File: src/rtl/mem_arbiter_pkg.sv
// rtl/mem_arbiter_pkg.sv - shared encodings for the unified memory bus arbiter
package mem_arbiter_pkg;

  typedef enum logic [1:0] {
    IDLE = 2'd0,
    BUSY = 2'd1,
    RESP = 2'd2
  } state_t;

  typedef enum logic {
    OWN_INST = 1'b0,
    OWN_DATA = 1'b1
  } owner_t;

  localparam int WAIT_W = 4;

endpackage

File: src/rtl/mem_arbiter_arb_prio.sv
// rtl/mem_arbiter_arb_prio.sv - combinational winner select, data first unless fetch is starved
module arb_prio
  import mem_arbiter_pkg::*;
#(
  parameter int MAX_WAIT = 4
) (
  input  logic              inst_req,
  input  logic              data_req,
  input  logic [WAIT_W-1:0] wait_cnt,
  input  logic              excl_en,
  input  owner_t            excl_owner,
  output logic              grant,
  output owner_t            winner
);

  logic inst_elig;
  logic data_elig;

  // The requester being answered still holds req during its ready cycle.
  always_comb begin
    inst_elig = inst_req & ~(excl_en & (excl_owner == OWN_INST));
    data_elig = data_req & ~(excl_en & (excl_owner == OWN_DATA));
    grant     = inst_elig | data_elig;
    if (data_elig && !(inst_elig && (wait_cnt == WAIT_W'(MAX_WAIT))))
      winner = OWN_DATA;
    else
      winner = OWN_INST;
  end

endmodule

File: src/rtl/mem_arbiter.sv
// rtl/mem_arbiter.sv - fetch/data arbiter driving one variable-latency req/ack memory bus
module mem_arbiter
  import mem_arbiter_pkg::*;
#(
  parameter int ADDR_W   = 32,
  parameter int DATA_W   = 32,
  parameter int MAX_WAIT = 4
) (
  input  logic              clk,
  input  logic              rst,
  input  logic              inst_req,
  input  logic [ADDR_W-1:0] inst_addr,
  output logic [DATA_W-1:0] inst_rdata,
  output logic              inst_ready,
  output logic              inst_stall,
  input  logic              data_req,
  input  logic              data_we,
  input  logic [ADDR_W-1:0] data_addr,
  input  logic [DATA_W-1:0] data_wdata,
  output logic [DATA_W-1:0] data_rdata,
  output logic              data_ready,
  output logic              data_stall,
  output logic              bus_req,
  output logic              bus_we,
  output logic [ADDR_W-1:0] bus_addr,
  output logic [DATA_W-1:0] bus_wdata,
  input  logic [DATA_W-1:0] bus_rdata,
  input  logic              bus_ack
);

  state_t            state;
  state_t            state_nxt;
  owner_t            owner;
  owner_t            winner;
  logic [WAIT_W-1:0] wait_cnt;
  logic              grant;
  logic              take;

  arb_prio #(.MAX_WAIT(MAX_WAIT)) u_arb_prio (
    .inst_req   (inst_req),
    .data_req   (data_req),
    .wait_cnt   (wait_cnt),
    .excl_en    (state == RESP),
    .excl_owner (owner),
    .grant      (grant),
    .winner     (winner)
  );

  assign take       = (state != BUSY) & grant;
  assign inst_ready = (state == RESP) & (owner == OWN_INST);
  assign data_ready = (state == RESP) & (owner == OWN_DATA);
  assign inst_stall = inst_req & ~inst_ready;
  assign data_stall = data_req & ~data_ready;

  always_comb begin
    state_nxt = state;
    case (state)
      IDLE:    if (grant) state_nxt = BUSY;
      BUSY:    if (bus_ack) state_nxt = RESP;
      RESP:    state_nxt = grant ? BUSY : IDLE;
      default: state_nxt = IDLE;
    endcase
  end

  always_ff @(posedge clk) begin
    if (!rst) begin
      state      <= IDLE;
      owner      <= OWN_INST;
      wait_cnt   <= '0;
      bus_req    <= 1'b0;
      bus_we     <= 1'b0;
      bus_addr   <= '0;
      bus_wdata  <= '0;
      inst_rdata <= '0;
      data_rdata <= '0;
    end else begin
      state <= state_nxt;
      if (take) begin
        owner     <= winner;
        bus_req   <= 1'b1;
        bus_we    <= (winner == OWN_DATA) & data_we;
        bus_addr  <= (winner == OWN_DATA) ? data_addr : inst_addr;
        bus_wdata <= (winner == OWN_DATA) ? data_wdata : '0;
      end else if ((state == BUSY) && bus_ack) begin
        bus_req <= 1'b0;
        if (owner == OWN_INST)
          inst_rdata <= bus_rdata;
        else if (!bus_we)
          data_rdata <= bus_rdata;
      end
      // A fetch that is being answered this cycle is not waiting.
      if (!inst_req)
        wait_cnt <= '0;
      else if (take && (winner == OWN_INST))
        wait_cnt <= '0;
      else if (take && !inst_ready && (wait_cnt != WAIT_W'(MAX_WAIT)))
        wait_cnt <= wait_cnt + 1'b1;
    end
  end

endmodule

File: config.mk
export PLATFORM = sky130hd
export DESIGN_NAME = mem_arbiter
export DESIGN_NICKNAME = d
export VERILOG_FILES = /design/src/rtl/mem_arbiter_pkg.sv /design/src/rtl/mem_arbiter_arb_prio.sv /design/src/rtl/mem_arbiter.sv
export SDC_FILE = /design/constraint.sdc
export NUM_CORES = 1
export LEC_CHECK = 0
export CORE_MARGIN = 3
export CORE_UTILIZATION = 30
export DETAILED_ROUTE_END_ITERATION = 6
export PLACE_DENSITY = 0.6
export SETUP_SLACK_MARGIN = 0.1
export SLEW_MARGIN = 20
export SYNTH_ARGS = -nofsm -noshare
export SYNTH_HDL_FRONTEND = slang
export SYNTH_SLANG_ARGS = --single-unit
File: constraint.sdc
create_clock -name clk -period 2.23 [get_ports clk]
set_input_delay 0.3345 -clock clk [delete_from_list [all_inputs] [get_ports clk]]
set_output_delay 0.3345 -clock clk [all_outputs]
set_load 0.05 [all_outputs]
==> flow_summary.json <==
{
  "dieHeight_um": 138,
  "clk_pin_slew_ns": 0.06,
  "cts_buffer_depth": 2,
  "drive_above_1_share_pct": 8.23,
  "setup_slack_ns": 0.187,
  "cts_made_buffers": 17,
  "r2r-start": "wait_cnt[1]$_SDFFE_PP0P_",
  "synthToLayoutAreaGrowth_pct": 68.0,
  "irDropWorstVdd_mv": 0.510,
  "synth_flop_cell": "dfxtp_1",
  "worst_ep_arrival_time_ns": 2.33,
  "fin_crit_ns": 2.04,
  "max_freq_mhz": 490,
  "gp_congestion": 0.838,
  "hold_viol_final": 0,
  "clk_latency_ns": 0.41,
  "slew-limit-headroom_pct": 53.8,
  "whs_ns": 0.424,
  "wl_per_cell_um": 17.6,
  "syn_inst": 568,
  "p_seq_share_pct": 37.8,
  "cts_hold_buffers": 0,
  "fin_total_pwr_mw": 7.08,
  "synth_area_leaders": "dfxtp_1 52%, nand2_1 12%, a21boi_0 9.4%",
  "worst_pin_slew_ns": 0.694,
  "worst-r2r-cell-count": 9,
  "grt_first_pass_wirelength_mm": 28.8,
  "drtIter0Drc": 291,
  "finalNonFillerCells": 1058,
  "cpMostUsedCell": "buf_4",
  "totalWireLength_mm": 18.6,
  "synth_common_cells": "162 x nand2_1, 137 x dfxtp_1, 66 x a21boi_0",
  "critical_path_class": "reg2reg",
  "worstHoldEndpoint": "state[0]$_SDFFE_PN0P_",
  "antenna_cells": 0,
  "max_stage_delay_ns": 0.37,
  "ys_warn_count": 0,
  "syn_nets": 704,
  "combPwrFrac_pct": 21.0,
  "syn-cell-area_um2": 5260,
  "hold_path_class": "in2reg",
  "min_period_over_period_pct": 91.6,
  "htreeDepth": 4,
  "crit_buf_inv": 4,
  "core_region_area_um2": 16900,
  "antenna_found_initial": 0,
  "setup_tns_ns": 0,
  "crit_path_start_kind": "flip-flop",
  "yosys.cell_count.top_type": "nand2_1",
  "r2r_slack_ns": 0.19,
  "outcome": "completed",
  "die-area_um2": 19200,
  "switchingPower_mw": 2.05,
  "dpl.hpwl_mm": 13.2,
  "min_from": "rst",
  "rows": 47,
  "track_usage_pct": 18.7,
  "yosysTopAreaCellShare_pct": 52.1,
  "critPathTopFamily": "buffers and inverters",
  "slew_violations": 0,
  "postRouteAntennaNets": 0,
  "viasPerCell": 4.86,
  "overflow": 0,
  "nets": 961,
  "start_util_pct": 31.2,
  "synth_cell_types": 38,
  "cp-end-kind": "flip-flop",
  "drt_drc_violations_left": 0,
  "finalSetupViolCount": 0,
  "cp_slowest_cell": "dfxtp_1",
  "worstPathMaxFanout": 16,
  "grt_pass1_vias": 5120,
  "p_per_area_nw_per_um2": 801,
  "path_cells": "inv_1, ha_1, and4b_1, buf_4, a211oi_4, buf_4, clkbuf_16, nor3_1, a221o_1",
  "root_buffer": "clkbuf_16",
  "ys_ff_latch": 137,
  "power.share.clock_pct": 41.1,
  "ios": 268,
  "clock_skew_ns": 0.00982,
  "switching_share_pct": 29.0,
  "fin_util_pct": 52.4,
  "port-buffer-count": 267,
  "synth_edf_count": 0,
  "cp.required_ns": 2.52,
  "vias": 5138,
  "syn_area_per_cell_um2": 9.26,
  "async_reset_ff_share_pct": 0,
  "p_leak_nw": 3.22,
  "place_ws_ns": 0.0213,
  "dpl_cell_area_um2": 8190,
  "place_inst": 1023,
  "drt_pass1_iterations": 5,
  "die_x_um": 138,
  "r2r-end": "bus_addr[12]$_SDFFE_PN0P_",
  "hold_depth": 2,
  "clock_sinks": 137,
  "final_area_um2": 8840,
  "cellInternalPower_mw": 5.02,
  "rsz0062_at_grt": "true",
  "seq_area_frac_synth_pct": 52.1,
  "yosysTopAreaCell": "dfxtp_1",
  "grt_start_max_net_pins": 66,
  "cap_violations": 0,
  "tritoncts": "built"
}
==> registers in the layout (all words and copies together), names as in the netlist <==
name	cells
bus_addr	32
bus_wdata	32
data_rdata	32
inst_rdata	32
wait_cnt	4
state	2
bus_req	1
bus_we	1
owner	1
==> logic make-up (layout without fill, tap and decap cells) <==
group	count (synthesis)	count (layout)	share of synthesized area (%)
adder cells (fa/ha/maj)	2	2	0.476
flip-flops	137	137	52.1
AO/OA/AOI/OAI	153	153	24.3
buffers and inverters	54	324	4.99
AND/OR/NAND/NOR	221	221	17.9
multiplexers	1	1	0.214
==> what timing repair did <==
item / 4_1_cts / 5_1_grt
resized for setup: 1 / 1
cloned: 0 / 1
endpoints found under the setup margin: 1 / 44
pin swaps: 0 / 1
buffers inserted: 0 / 2
==> power groups by stage <==
stage	Combinational [mW]	Clock [mW]	Sequential, mW
final	1.49	2.91	2.68
after CTS	1.49	2.98	2.68
after detailed placement	1.48	0	2.73
after global routing	1.56	3.11	2.69
after floorplan	0.363	0	3.19
after global placement	1.47	0	2.73
==> worst max-delay path by stage <==
stage,start,endpoint,cells past startpoint
2_1_floorplan,state[1]$_SDFFE_PN0P_,inst_stall,4
3_3_place_gp,inst_req,bus_addr[7]$_SDFFE_PN0P_,6
3_5_place_dp,inst_req,bus_addr[3]$_SDFFE_PN0P_,6
4_1_cts,wait_cnt[0]$_SDFFE_PP0P_,bus_addr[3]$_SDFFE_PN0P_,8
5_1_grt,wait_cnt[0]$_SDFFE_PP0P_,bus_addr[7]$_SDFFE_PN0P_,7
6_report,wait_cnt[1]$_SDFFE_PP0P_,bus_addr[12]$_SDFFE_PN0P_,9
==> layer usage <==
metal	wire (um)	GRT usage [%]	up-vias
met5	0	0	-
met4	422	7.38	0
met3	927	4.25	26
met2	9170	31.4	196
met1	8070	23.4	2401
li1	-	-	2515
==> placed cells by master (no fill, tap or decap), types with 2 or more instances in the layout <==
cell             instances
nand2_1                162
o21ai_0                  4
bufinv_16                3
nand3_1                  3
dfxtp_1                136
buf_12                   7
o221ai_1                 2
buf_4                   17
nor3_1                  33
clkinvlp_4               2
a211oi_1                 2
nor2b_1                  3
clkinv_2                 3
and3b_1                  3
ha_1                     2
a22o_1                  33
inv_1                    4
nor2_1                   3
nand3b_1                 2
clkdlybuf4s50_1        262
inv_6                    3
a21oi_1                  6
clkbuf_16               18
a21boi_0                66
a221o_1                 32
==> final cells by class <==
cell class / count / area [um2]
fillers: 1506 / 8040
repair buffers: 288 / 2920
flip-flops and latches: 137 / 2740
multi-input cells: 377 / 2270
clock buffers: 19 / 443
well taps: 220 / 275
clock inverters: 13 / 166
inverters: 4 / 15.0
No activity file was read; power rests on OpenSTA's default activity.
==> patch 1 (same settings) <==
The parameter `ADDR_W` goes from 32 to 64.
--- a/src/rtl/mem_arbiter.sv
+++ b/src/rtl/mem_arbiter.sv
@@ -2,7 +2,7 @@
 module mem_arbiter
   import mem_arbiter_pkg::*;
 #(
-  parameter int ADDR_W   = 32,
+  parameter int ADDR_W   = 64,
   parameter int DATA_W   = 32,
   parameter int MAX_WAIT = 4
 ) (
Ports: changed (resized bus_addr, data_addr and inst_addr); port bits go from 268 to 364. No check against the original RTL was run, so the function may have changed too.
==> patch 1 against the unedited design <==
Sequential cell count up 32; sequential share of layout area down 1.0 points; routed wire length up 41%; critical path depth down 1; clock skew up 2.8 ps; power up 20%; cell area up 28%; synthesized area up 26%; setup slack worse by 34 ps; critical endpoint is now bus_addr[47].
==> patch 1: results (changes against the unedited design) <==
- Synth cell count leaders: 194 x sky130_fd_sc_hd__nand2_1, 169 x sky130_fd_sc_hd__dfxtp_1, 66 x sky130_fd_sc_hd__a21boi_0 (was 162 x sky130_fd_sc_hd__nand2_1, 137 x sky130_fd_sc_hd__dfxtp_1, 66 x sky130_fd_sc_hd__a21boi_0)
- Number of global-route vias before repair: 6,450 (was 5,120)
- Largest cells by area after synthesis: sky130_fd_sc_hd__dfxtp_1 51%, sky130_fd_sc_hd__nand2_1 11%, sky130_fd_sc_hd__a221o_1 9.6%, sky130_fd_sc_hd__a21boi_0 7.5%, sky130_fd_sc_hd__nor3_1 4.9% (was sky130_fd_sc_hd__dfxtp_1 52%, sky130_fd_sc_hd__nand2_1 12%, sky130_fd_sc_hd__a21boi_0 9.4%, sky130_fd_sc_hd__a221o_1 6.1%, sky130_fd_sc_hd__a22o_1 5.5%)
- Number of buffers inserted by port buffering: 363 (was 267)
- Relative slew margins: 61.1% (was 53.8%)
- Weighted congestion at the end of routability-driven global placement: 0.811 (was 0.838)
- Average routed wire per standard cell: 19.4 µm (was 17.6 µm)
- Fraction of layout instances using a drive strength above 1: 7.63% (was 8.23%)
- Worst slack after detailed placement: -94.6 ps (was 21.3 ps)
- DRT met1 WL: 10.7 mm (was 8.07 mm)
- Antenna violations before repair: 3 (was 0)
- Internal power component: 5.79 mW (was 5.02 mW)
- Met2 global-route usage: 34.6% (was 31.4%)
- Launch point of the worst reg-to-reg path: wait_cnt[0] (was wait_cnt[1])
- Met2 wire length: 12.8 mm (was 9.17 mm)
- Maximum fanout along the worst path: 13 (was 16)
- Final period demand of the worst path: 2080 ps (was 2040 ps)
- Vias per inst: 4.94 (was 4.86)
- Post-Syn Instances: 715 (was 568)
- Worst path top cell family by delay: compound AO/OA/AOI/OAI gates (was buffers and inverters)
- CP arrival: 2380 ps (was 2330 ps)
- Worst path max stage delay: 350 ps (was 370 ps)
- Dpl cell area: 10,600 µm² (was 8190 µm²)
- VDD IR-drop max: 426 µV (was 510 µV)
- Met1 Track Usage GR: 25.8% (was 23.4%)
- Final net count: 1,263 (was 961)
- Internal reg-to-reg setup slack: 150 ps (was 190 ps)
- Critical Path Slowest Stage Cell: sky130_fd_sc_hd__dfxtp_2 (was sky130_fd_sc_hd__dfxtp_1)
- Number of design-rule violations left by the first detailed-router iteration: 333 (was 291)
- Register area: 3390 µm² (was 2740 µm²)
- Top Layer Used: met5 (was met4)
- Global routing usage on met3: 7.47% (was 4.25%)
- Run status: completed (unchanged)
- Maximum number of pins on one net before global-route repair: 61 (was 66)
patch 1: final cells by class:
class,count,share of cell area (%)
diodes,1,0.0222
clock buffers,19,4.02
clock inverters,12,1.19
inverters,4,0.133
multi-input cells,474,25.4
flip-flops and latches,169,30.0
well taps,275,3.05
repair buffers,397,36.1
patch 1: worst register-to-register path, stage by stage (launching register included):
cell and delay [ps]:
sky130_fd_sc_hd__dfxtp_2 350, sky130_fd_sc_hd__inv_1 60, sky130_fd_sc_hd__ha_1 220, sky130_fd_sc_hd__and4b_2 290, sky130_fd_sc_hd__a211oi_4 330, sky130_fd_sc_hd__buf_6 180
sky130_fd_sc_hd__buf_6 190, sky130_fd_sc_hd__nor3_1 80, sky130_fd_sc_hd__a221o_1 260
patch 1: cells by family (layout without fill, tap and decap cells):
| group | after synthesis | after routing | share of synthesized area, % |
|---|---|---|---|
| AO/OA/AOI/OAI | 185 | 185 | 23.9 |
| AND/OR/NAND/NOR | 286 | 286 | 18.5 |
| adder cells (fa/ha/maj) | 2 | 2 | 0.377 |
| multiplexers | 1 | 1 | 0.170 |
| other | 0 | 1 | 0 |
| buffers and inverters | 72 | 432 | 6.10 |
| flip-flops | 169 | 169 | 50.9 |
patch 1: power by group through the flow:
| stage | Sequential (mW) | Clock, mW | Combinational (mW) |
|---|---|---|---|
| 2_1_floorplan | 4.08 | 0 | 0.515 |
| 3_3_place_gp | 3.41 | 0 | 2.15 |
| 3_5_place_dp | 3.41 | 0 | 2.16 |
| 4_1_cts | 3.34 | 3.07 | 2.17 |
| 5_1_grt | 3.37 | 3.19 | 2.28 |
| 6_report | 3.35 | 2.99 | 2.17 |
patch 1: timing repair:
item / CTS / global route
resized for setup: 0 / 3
setup buffers: 0 / 1
endpoints found under the setup margin: 0 / 43
==> patch 2 (config.mk and constraints unchanged) <==
Made on the original files. Make the reset (`rst`) asynchronous in one clocked block.
--- a/src/rtl/mem_arbiter.sv
+++ b/src/rtl/mem_arbiter.sv
@@ -62,7 +62,7 @@
     endcase
   end
 
-  always_ff @(posedge clk) begin
+  always_ff @(posedge clk or negedge rst) begin
     if (!rst) begin
       state      <= IDLE;
       owner      <= OWN_INST;
Formal check against the unedited RTL: differs if rst is asserted again (counterexample within 4 cycles, from zero or initial values and one cycle with rst low); with rst held inactive, the same outputs for 4 cycles.
==> patch 2 against the unedited design <==
Sequential cell count unchanged; critical path depth down 8; first-iteration DRC count down 52%; routed wire length down 12%; setup slack worse by 23 ps; synthesized area up 3.4%; global-route usage down 2.5 points; cell area up 2.9%; critical path type is now register to output port; largest cell class is now registers.
Power is not compared: it rests on default switching activity, and its combinational part moved more than twofold at a synthesized area within 25%.
==> patch 2: results (changes against the unedited design) <==
- Cell count after placement: 852 (was 1,023)
- Resized Gates After CTS: 0 (was 1)
- Multi-input comb cells: 203 (was 377)
- Logic inverters: 7 (was 4)
- Fraction of layout instances using a drive strength above 1: 17.6% (was 8.23%)
- Run status: completed (unchanged)
- HPWL reported at the end of detailed placement: 12.2 mm (was 13.2 mm)
- Sequential fraction of the synthesis area: 63.0% (was 52.1%)
- Area taken by multi-input logic gates: 1860 µm² (was 2270 µm²)
- Pre-Repair DR Iteration Count: 4 (was 5)
- Average routed wire per standard cell: 18.4 µm (was 17.6 µm)
- Net count after synthesis: 510 (was 704)
- Maximum number of pins on one net before global-route repair: 50 (was 66)
- Relative area of non-clock buffer cells in the final design: 31.7% (was 33.0%)
- Count of fill cells added during filler insertion: 1,485 (was 1,506)
- Met2 wire length: 7.98 mm (was 9.17 mm)
- Global routing usage on met3: 6.11% (was 4.25%)
- Clock buffer instance count of the final layout: 24 (was 19)
- Register fraction of the total cell area: 37.7% (was 31.0%)
- DRT met1 WL: 6.62 mm (was 8.07 mm)
- Number of global-route vias before repair: 4,589 (was 5,120)
- Fraction of registers with async set or reset after synthesis: 100% (was 0%)
- GRT Total Usage: 16.2% (was 18.7%)
- Weighted congestion at the end of routability-driven global placement: 0.803 (was 0.838)
- Worst path max stage delay: 870 ps (was 370 ps)
- Global-route wire length before repair: 25.4 mm (was 28.8 mm)
- Average cell area after synthesis: 14.6 µm² (was 9.26 µm²)
[patch 2: final timing paths]
| path | from | slack, ps | endpoint | depth (start not counted) |
|---|---|---|---|---|
| min in group clk | inst_rdata[28] | 500 | inst_rdata[28] | 1 |
| min reg2reg | inst_rdata[28] | 500 | inst_rdata[28] | 1 |
| min | rst | 430 | bus_addr[16] | 2 |
| max in group asynchronous | rst | 1160 | bus_addr[20] | 3 |
| max reg2reg | wait_cnt[0] | 240 | wait_cnt[3] | 6 |
| max | bus_we | 160 | bus_we | 1 |
[patch 2: logic make-up (layout without fill, tap and decap cells)]
family	count (synthesis)	in the layout	share of synthesized area [%]
buffers and inverters	34	320	3.40
AOI/OAI and AO/OA	82	82	13.2
xor gates and xnor gates	1	1	0.161
and+or+nand+nor	54	54	6.51
DFF	137	137	63.0
muxes	64	64	13.2
adders and majority gates	2	2	0.460
